==> src/rtl/urt_rx_cfg.sv <==
// urt_rx_cfg: configurable UART receiver.
// Oversampled majority-vote bit recovery, optional parity, one or two stop
// bits, and a valid/ready output register that flags words lost to overrun.
module urt_rx_cfg #(
  parameter int DATA_WIDTH     = 8,
  parameter int PRESCALE_WIDTH = 6
) (
  input  logic                      CLK,
  input  logic                      RST,
  input  logic                      RX_IN,
  input  logic                      PAR_EN,
  input  logic                      PAR_TYP,
  input  logic                      STP_2,
  input  logic [PRESCALE_WIDTH-1:0] Prescale,
  input  logic                      data_ready,
  output logic [DATA_WIDTH-1:0]     P_DATA,
  output logic                      data_valid,
  output logic                      par_err,
  output logic                      stp_err,
  output logic                      overrun
);

  localparam int PW = PRESCALE_WIDTH;
  localparam int BW = (DATA_WIDTH > 1) ? $clog2(DATA_WIDTH) : 1;

  typedef enum logic [2:0] {
    IDLE   = 3'd0,
    START  = 3'd1,
    DATA   = 3'd2,
    PARITY = 3'd3,
    STOP1  = 3'd4,
    STOP2  = 3'd5
  } state_t;

  state_t                state, state_nxt;
  logic                  rx_meta, rx_s;
  logic [PW-1:0]         edge_cnt;
  logic [BW-1:0]         bit_cnt;
  logic [PW-1:0]         presc_q;
  logic                  par_en_q, par_typ_q, stp2_q;
  logic                  samp1_q, samp2_q;
  logic [DATA_WIDTH-1:0] shift_q;
  logic                  par_bad_q, stop1_bad_q;

  logic [PW-1:0]         half;
  logic                  samp_a, samp_b, samp_c, bit_end, last_bit, maj;
  logic                  done, stop_bad, par_bad, frame_ok, frame_start;

  // Bring the asynchronous line into the CLK domain; idle level is high.
  // NOTE: sequential state is written with non-blocking assignments so every
  // flop samples the pre-edge value of its neighbours regardless of order.
  always_ff @(posedge CLK or negedge RST) begin
    if (!RST) begin
      rx_meta <= 1'b1;
      rx_s    <= 1'b1;
    end else begin
      rx_meta <= RX_IN;
      rx_s    <= rx_meta;
    end
  end

  // Sample points inside one bit period: P/2-1, P/2, P/2+1; end at P-1.
  assign half     = presc_q >> 1;
  assign samp_a   = (state != IDLE) && (edge_cnt == half - PW'(1));
  assign samp_b   = (state != IDLE) && (edge_cnt == half);
  assign samp_c   = (state != IDLE) && (edge_cnt == half + PW'(1));
  assign bit_end  = (state != IDLE) && (edge_cnt == presc_q - PW'(1));
  assign last_bit = (bit_cnt == BW'(DATA_WIDTH - 1));
  // Majority of the two stored samples and the live third one.
  assign maj      = (samp1_q & samp2_q) | (samp1_q & rx_s) | (samp2_q & rx_s);

  assign frame_start = (state == IDLE) && !rx_s;
  assign stop_bad    = !maj || ((state == STOP2) && stop1_bad_q);
  assign par_bad     = par_en_q && par_bad_q;
  assign frame_ok    = done && !stop_bad && !par_bad;

  // State register.
  always_ff @(posedge CLK or negedge RST) begin
    if (!RST) state <= IDLE;
    else      state <= state_nxt;
  end

  // Next-state decode; a frame completes on the final stop bit's third sample.
  // NOTE: every output of this block gets a default first so no path leaves
  // it unassigned, which would otherwise infer a latch.
  always_comb begin
    state_nxt = state;
    done      = 1'b0;
    unique case (state)
      IDLE:   if (!rx_s) state_nxt = START;
      START: begin
        if (samp_c && maj) state_nxt = IDLE;
        else if (bit_end)  state_nxt = DATA;
      end
      DATA:   if (bit_end && last_bit) state_nxt = par_en_q ? PARITY : STOP1;
      PARITY: if (bit_end) state_nxt = STOP1;
      STOP1: begin
        if (samp_c && !stp2_q) begin
          state_nxt = IDLE;
          done      = 1'b1;
        end else if (bit_end && stp2_q) begin
          state_nxt = STOP2;
        end
      end
      STOP2: begin
        if (samp_c) begin
          state_nxt = IDLE;
          done      = 1'b1;
        end
      end
      default: state_nxt = IDLE;
    endcase
  end

  // Bit timing, frame configuration capture and data/parity/stop recovery.
  always_ff @(posedge CLK or negedge RST) begin
    if (!RST) begin
      edge_cnt    <= '0;
      bit_cnt     <= '0;
      presc_q     <= PW'(4);
      par_en_q    <= 1'b0;
      par_typ_q   <= 1'b0;
      stp2_q      <= 1'b0;
      samp1_q     <= 1'b1;
      samp2_q     <= 1'b1;
      shift_q     <= '0;
      par_bad_q   <= 1'b0;
      stop1_bad_q <= 1'b0;
    end else begin
      if (state == IDLE || state_nxt == IDLE || bit_end) edge_cnt <= '0;
      else                                               edge_cnt <= edge_cnt + PW'(1);

      if (state != DATA)  bit_cnt <= '0;
      else if (bit_end)   bit_cnt <= bit_cnt + BW'(1);

      // Configuration is frozen for the whole frame; prescale floors at 4.
      if (frame_start) begin
        presc_q     <= (Prescale < PW'(4)) ? PW'(4) : Prescale;
        par_en_q    <= PAR_EN;
        par_typ_q   <= PAR_TYP;
        stp2_q      <= STP_2;
        par_bad_q   <= 1'b0;
        stop1_bad_q <= 1'b0;
      end

      if (samp_a) samp1_q <= rx_s;
      if (samp_b) samp2_q <= rx_s;

      if (state == DATA && samp_c)
        shift_q <= {maj, shift_q[DATA_WIDTH-1:1]};
      // Even parity expects XOR(data); odd expects its complement.
      if (state == PARITY && samp_c)
        par_bad_q <= maj ^ (^shift_q) ^ par_typ_q;
      if (state == STOP1 && samp_c && stp2_q)
        stop1_bad_q <= !maj;
    end
  end

  // Output register: error pulses, word hand-off and overrun detection.
  always_ff @(posedge CLK or negedge RST) begin
    if (!RST) begin
      P_DATA     <= '0;
      data_valid <= 1'b0;
      par_err    <= 1'b0;
      stp_err    <= 1'b0;
      overrun    <= 1'b0;
    end else begin
      par_err <= done && par_bad;
      stp_err <= done && stop_bad;
      overrun <= 1'b0;
      if (frame_ok && (!data_valid || data_ready)) begin
        P_DATA     <= shift_q;
        data_valid <= 1'b1;
      end else if (frame_ok) begin
        overrun <= 1'b1;
      end else if (data_valid && data_ready) begin
        data_valid <= 1'b0;
      end
    end
  end

endmodule

==> config.mk <==
export PLATFORM = sky130hd
export DESIGN_NAME = urt_rx_cfg
export DESIGN_NICKNAME = d
export VERILOG_FILES = /design/src/rtl/urt_rx_cfg.sv
export SDC_FILE = /design/constraint.sdc
export NUM_CORES = 1
export LEC_CHECK = 0
export CORE_MARGIN = 2
export CORE_UTILIZATION = 25
export DETAILED_ROUTE_END_ITERATION = 8
export SETUP_SLACK_MARGIN = 0.02
export SYNTH_ARGS = -nofsm -noshare
export SYNTH_HDL_FRONTEND = slang
export SYNTH_SLANG_ARGS = --single-unit
==> constraint.sdc <==
create_clock -name CLK -period 3.1 [get_ports CLK]
set_input_delay 0.62 -clock CLK [delete_from_list [all_inputs] [get_ports CLK]]
set_output_delay 0.62 -clock CLK [all_outputs]
set_load 0.05 [all_outputs]
# Word level (Yosys, flattened, before mapping)
# Index checks and enable logic that the tools add are counted.
# op_classes
add_sub_neg	5
order_cmp	1
n_eq_ne	12
n_mux	25
n_bitwise	7
n_reduce_logical	40
# op_table
cell	n
two-way mux 3 bit	11
logical AND 1 bit	21
== test 6 bit	3
one-hot mux 3 bit (6 select lines)	1
two-way mux 6 bit	2
two-way mux 1 bit	10
== test 3 bit, second input constant	3
nonzero test 2 bit	4
XOR reduction 8 bit	1
adder 5 x 1 -> 6 bit, second input constant	1
adder 6 x 1 -> 6 bit, second input constant	1
== test 3 x 2 -> 1 bit, second input constant	2
== test 6 x 5 -> 1 bit	1
logical NOT 1 bit	6
logical NOT 3 bit	2
less-than comparator 6 x 3 -> 1 bit, second input constant	1
subtractor 5 x 1 -> 6 bit, second input constant	1
subtractor 6 x 1 -> 6 bit, second input constant	1
logical OR 1 bit	4
adder 3 x 1 -> 3 bit, second input constant	1
AND 1 bit	3
== test 3 x 1 -> 1 bit, second input constant	1
inequality test 3 x 2 -> 1 bit, second input constant	1
nonzero test 3 bit	1
5 further kinds	7
# totals
register_bits	47
in_bits	13
out_inout_bits	12

# Longest topological paths before layout
# depth
word_depth	11
mapped_depth	10
ltp_nobuf	8

# Worst setup path before layout
# Ideal clock, no wire load.
# synth_timing
path_type	reg2reg
from	register presc_q[2]
to	register edge_cnt[0]
arrival_time_ps	2623
t_required_ps	2957
setup_slack_ps	334
path_stages_with_launch	10
path_buffers	1
period_less_slack_ps	2766
cell_sequence	dfstp_2 > buf_2 > inv_1 > ha_1 > a21bo_1 > or3_4 > a2111oi_4 > o211ai_4 > a311oi_4 > a21oi_1
# synth_via
elab_chain_cells	11
word_cells_on_any_way	22
# synth_lines
element	line	source
from (decl)	39	logic [PW-1:0] presc_q;
from (signal assigned)	138	presc_q <= (Prescale < PW'(4)) ? PW'(4) : Prescale;
subtractor 6 x 1 -> 6 bit	67	assign bit_end = (state != IDLE) && (edge_cnt == presc_q - PW'(1));
== test 6 bit	67	
logical AND 1 bit	67	
logical AND 1 bit	101	end else if (bit_end && stp2_q) begin
two-way mux 3 bit	101	
two-way mux 3 bit	98	if (samp_c && !stp2_q) begin
one-hot mux 3 bit (6 select lines)	89	unique case (state)
logical NOT 3 bit	130	if (state == IDLE || state_nxt == IDLE || bit_end) edge_cnt <= '0;
logical OR 1 bit	130	
logical OR 1 bit *	130	
two-way mux 6 bit *	130	
to (signal assigned)	131	else edge_cnt <= edge_cnt + PW'(1);
to (decl)	37	logic [PW-1:0] edge_cnt;
# Every way passes the cells marked *; elsewhere a longest branch is shown, timed or not.
# A chain may end at the register's enable or synchronous reset.

# Worst setup path in the final report
# layout_timing
from	register presc_q[1]
to	register edge_cnt[5]
# The elaborated chain is that of the path after synthesis.

==> reports/qor.txt <==
max incr delay on CP -> 0.46 ns
synth warn -> 0
Arr. time, crit path -> 3.01 ns
Vias -> 1916
synthesis-to-layout area growth -> 19.8%
M1 GR Usage -> 13.6%
wire per inst -> 13.5 µm
Setup Crit Path Kind -> reg2reg
critical path fanouts, max -> 8
GR peak layer -> met2
Worst-Margin Slew -> 1.05 ns
fraction of synthesized area in multiplexers -> 8.16%
minimum clock period -> 2.77 ns
grt ovf -> 0
Tot Pwr -> 0.00258 W
number of synthesized flops with an enable pin -> 0
CTS Root Buffer Type -> clkbuf_8
post-route ant nets -> 0
Worst-path clk slew -> 0.09 ns
Cell Rows -> 37
period utilization -> 89.4%
asr flop ratio synth -> 100%
maxcap violations -> 0
RSZ-0062 raised after global routing -> false
# IOs -> 25
die height -> 106 µm
Synth Area in Compound Gates -> 13.8%
met2 Use GR -> 18.5%
clock skew -> 0.00599 ns
xor and xnor area share after synthesis -> 10.1%
leakage -> 1.35 nW
drt first pass iters -> 4
Total GRT Usage -> 10.9%
Core Area -> 0.0102 mm²
Iter 0 DRT Violations -> 126
Num Clock Sinks -> 47
largest family of logic cells by synthesized area -> simple AND/OR/NAND/NOR gates
Slew Limit Fails -> 0
first-pass GRT wire length -> 9830 µm
GPL Wtd Cong -> 0.861
die width -> 106 µm
final hold violations -> 0
die area -> 0.0113 mm²
ys flop type -> dfrtp_1
final setup fails -> 0
Worst slew margin -> 30.1%
Synth cell types -> 54
Synth Area in Simple Gates -> 16.3%
Post-Syn Area per Cell -> 10.5 µm²
f_max -> 0.361 GHz
Antenna diodes -> 0
Hold Crit Depth -> 0
FF+latch count, synth -> 47
crit start category -> flip-flop
worst endpoint required time -> 3.34 ns
vias in the first global route -> 2004
Mapped Area -> 0.00261 mm²
HP Class -> reg2reg
Post-Route Setup TNS -> 0 ns
Clock Latency Late Sink -> 0.31 ns
Synth Area in Adders -> 3.36%
post-DR vias/cell -> 4.67
Area after DPL -> 0.00299 mm²
fin nets -> 293
layout cell share with drive strength beyond 1 -> 9.85%
pin count of the biggest net entering global routing -> 48
GR Util met3 -> 2.27%
Starting Density -> 25.5%
Final Core Density -> 30.5%
final instance area -> 0.00312 mm²
crit-path cells -> inv_1 > ha_1 > a21bo_1 > or3_4 > a2111oi_4 > o211a_1 > a221oi_2 > a21oi_1
H-tree levels -> 2
cells after synthesis -> 248
antenna violations before repair -> 0
Syn Nets -> 268
maximum vdd drop -> 0.000276 V
CTS tree -> yes
drt drc -> 0
Worst path slowest cell -> dfrtp_1
# hold bufs at CTS -> 0
Clock Path Buffers -> 2
outcome -> finished, final reports clean
Worst setup EP type -> flip-flop
total CTS buffers -> 5
Worst R2R Path Depth -> 8
power density over the cells -> 827 mW/mm²
Detailed Route WL -> 5540 µm
register area share after synthesis -> 45.3%
hpwl dp -> 4030 µm
Hold WS -> 0.365 ns
I/O Buffers -> 24
## cells by family (layout without fill, tap and decap cells)
kind of cell,Yosys count,count (layout)
adders and majority gates,7,7
AOI/OAI and AO/OA,44,44
xor gates and xnor gates,30,30
muxes,19,19
DFF,47,47
and+or+nand+nor,84,84
buffers and inverters,17,43
## flip-flops by register name, summed over array words and instances, names as in the netlist, 3 cells and up
name / flops
P_DATA: 8
state: 3
edge_cnt: 6
bit_cnt: 3
shift_q: 8
presc_q: 6
## cell type report
cell class	count	area [µm²]
inverter	8	30.0
multi-input combinational	184	1350
clock buffer	6	72.6
fill	1032	7110
tap	136	170
clock inverter	2	60.1
sequential	47	1180
timing repair buffer	27	258
## synthesized netlist by cell type, types with 3 or more instances
master	number	share of area, %
a21oi_1	12	2.3
a31oi_1	3	0.72
buf_2	4	0.77
dfrtp_1	42	40
dfstp_2	5	5.0
ha_1	7	3.4
inv_1	8	1.2
mux2_1	17	7.3
nand2_1	31	4.5
nand2b_1	5	1.2
nand3_1	14	2.7
nand4_1	4	0.96
nor2_1	13	1.9
o21ai_0	4	0.77
o21ai_1	3	0.58
xnor2_1	21	7.1
xor2_1	9	3.0
## power by group
part | switching (W) | internal (W)
combinational | 0.000643 | 0.000475
sequential | 0.000180 | 0.000745
clock | 0.000216 | 0.000322
## metrics by stage
stage | worst slack, ns | std cells
6_report | 0.328 | 410
5_1_grt | 0.0818 | 410
4_1_cts | 0.241 | 410
3_5_place_dp | 0.277 | 402
3_3_place_gp | 0.369 | 402
2_1_floorplan | 0.334 | 248
## final timing paths
path | from | end | slack, ns
min in group asynchronous | RST | edge_cnt[5] | 0.50
max in group asynchronous | RST | shift_q[6] | 1.96
worst min-delay path | rx_meta | rx_s | 0.37
worst max-delay path | presc_q[1] | edge_cnt[5] | 0.33
worst max register to register | presc_q[1] | edge_cnt[5] | 0.33
worst min register to register | rx_meta | rx_s | 0.37
## repair_timing
action                     CTS  global route
buffers inserted             0             0
gates resized for setup      0             1
setup endpoints to repair    0             2
## layout by cell type, fill, tap and decap left out, types with 3 or more instances in the layout
cell type / netlist / routed
dfrtp_1: 42 / 42
nand2_1: 31 / 31
clkdlybuf4s50_1: 0 / 23
xnor2_1: 21 / 21
mux2_1: 17 / 17
nand3_1: 14 / 14
nor2_1: 13 / 13
a21oi_1: 12 / 12
xor2_1: 9 / 9
inv_1: 8 / 8
ha_1: 7 / 7
nand2b_1: 5 / 5
clkbuf_8: 0 / 5
dfstp_2: 5 / 5
o21ai_0: 4 / 4
nand4_1: 4 / 4
a31oi_1: 3 / 3
o21ai_1: 3 / 3
buf_4: 2 / 3
## per-layer routing
layer / vias up / share of wire [%]
li1: 922 / -
met1: 949 / 45
met2: 37 / 50
met3: 8 / 3.4
met4: 0 / 1.8
met5: - / 0
## worst max-delay path: cells and delay by family (launching register included)
family	cells	cell delay, ns
AO/OA/AOI/OAI	5	1.45
buffers and inverters	1	0.15
flip-flops	1	0.46
adder cells (fa/ha/maj)	1	0.23
AND/OR/NAND/NOR	1	0.40
(Power assumes the default switching activity.)
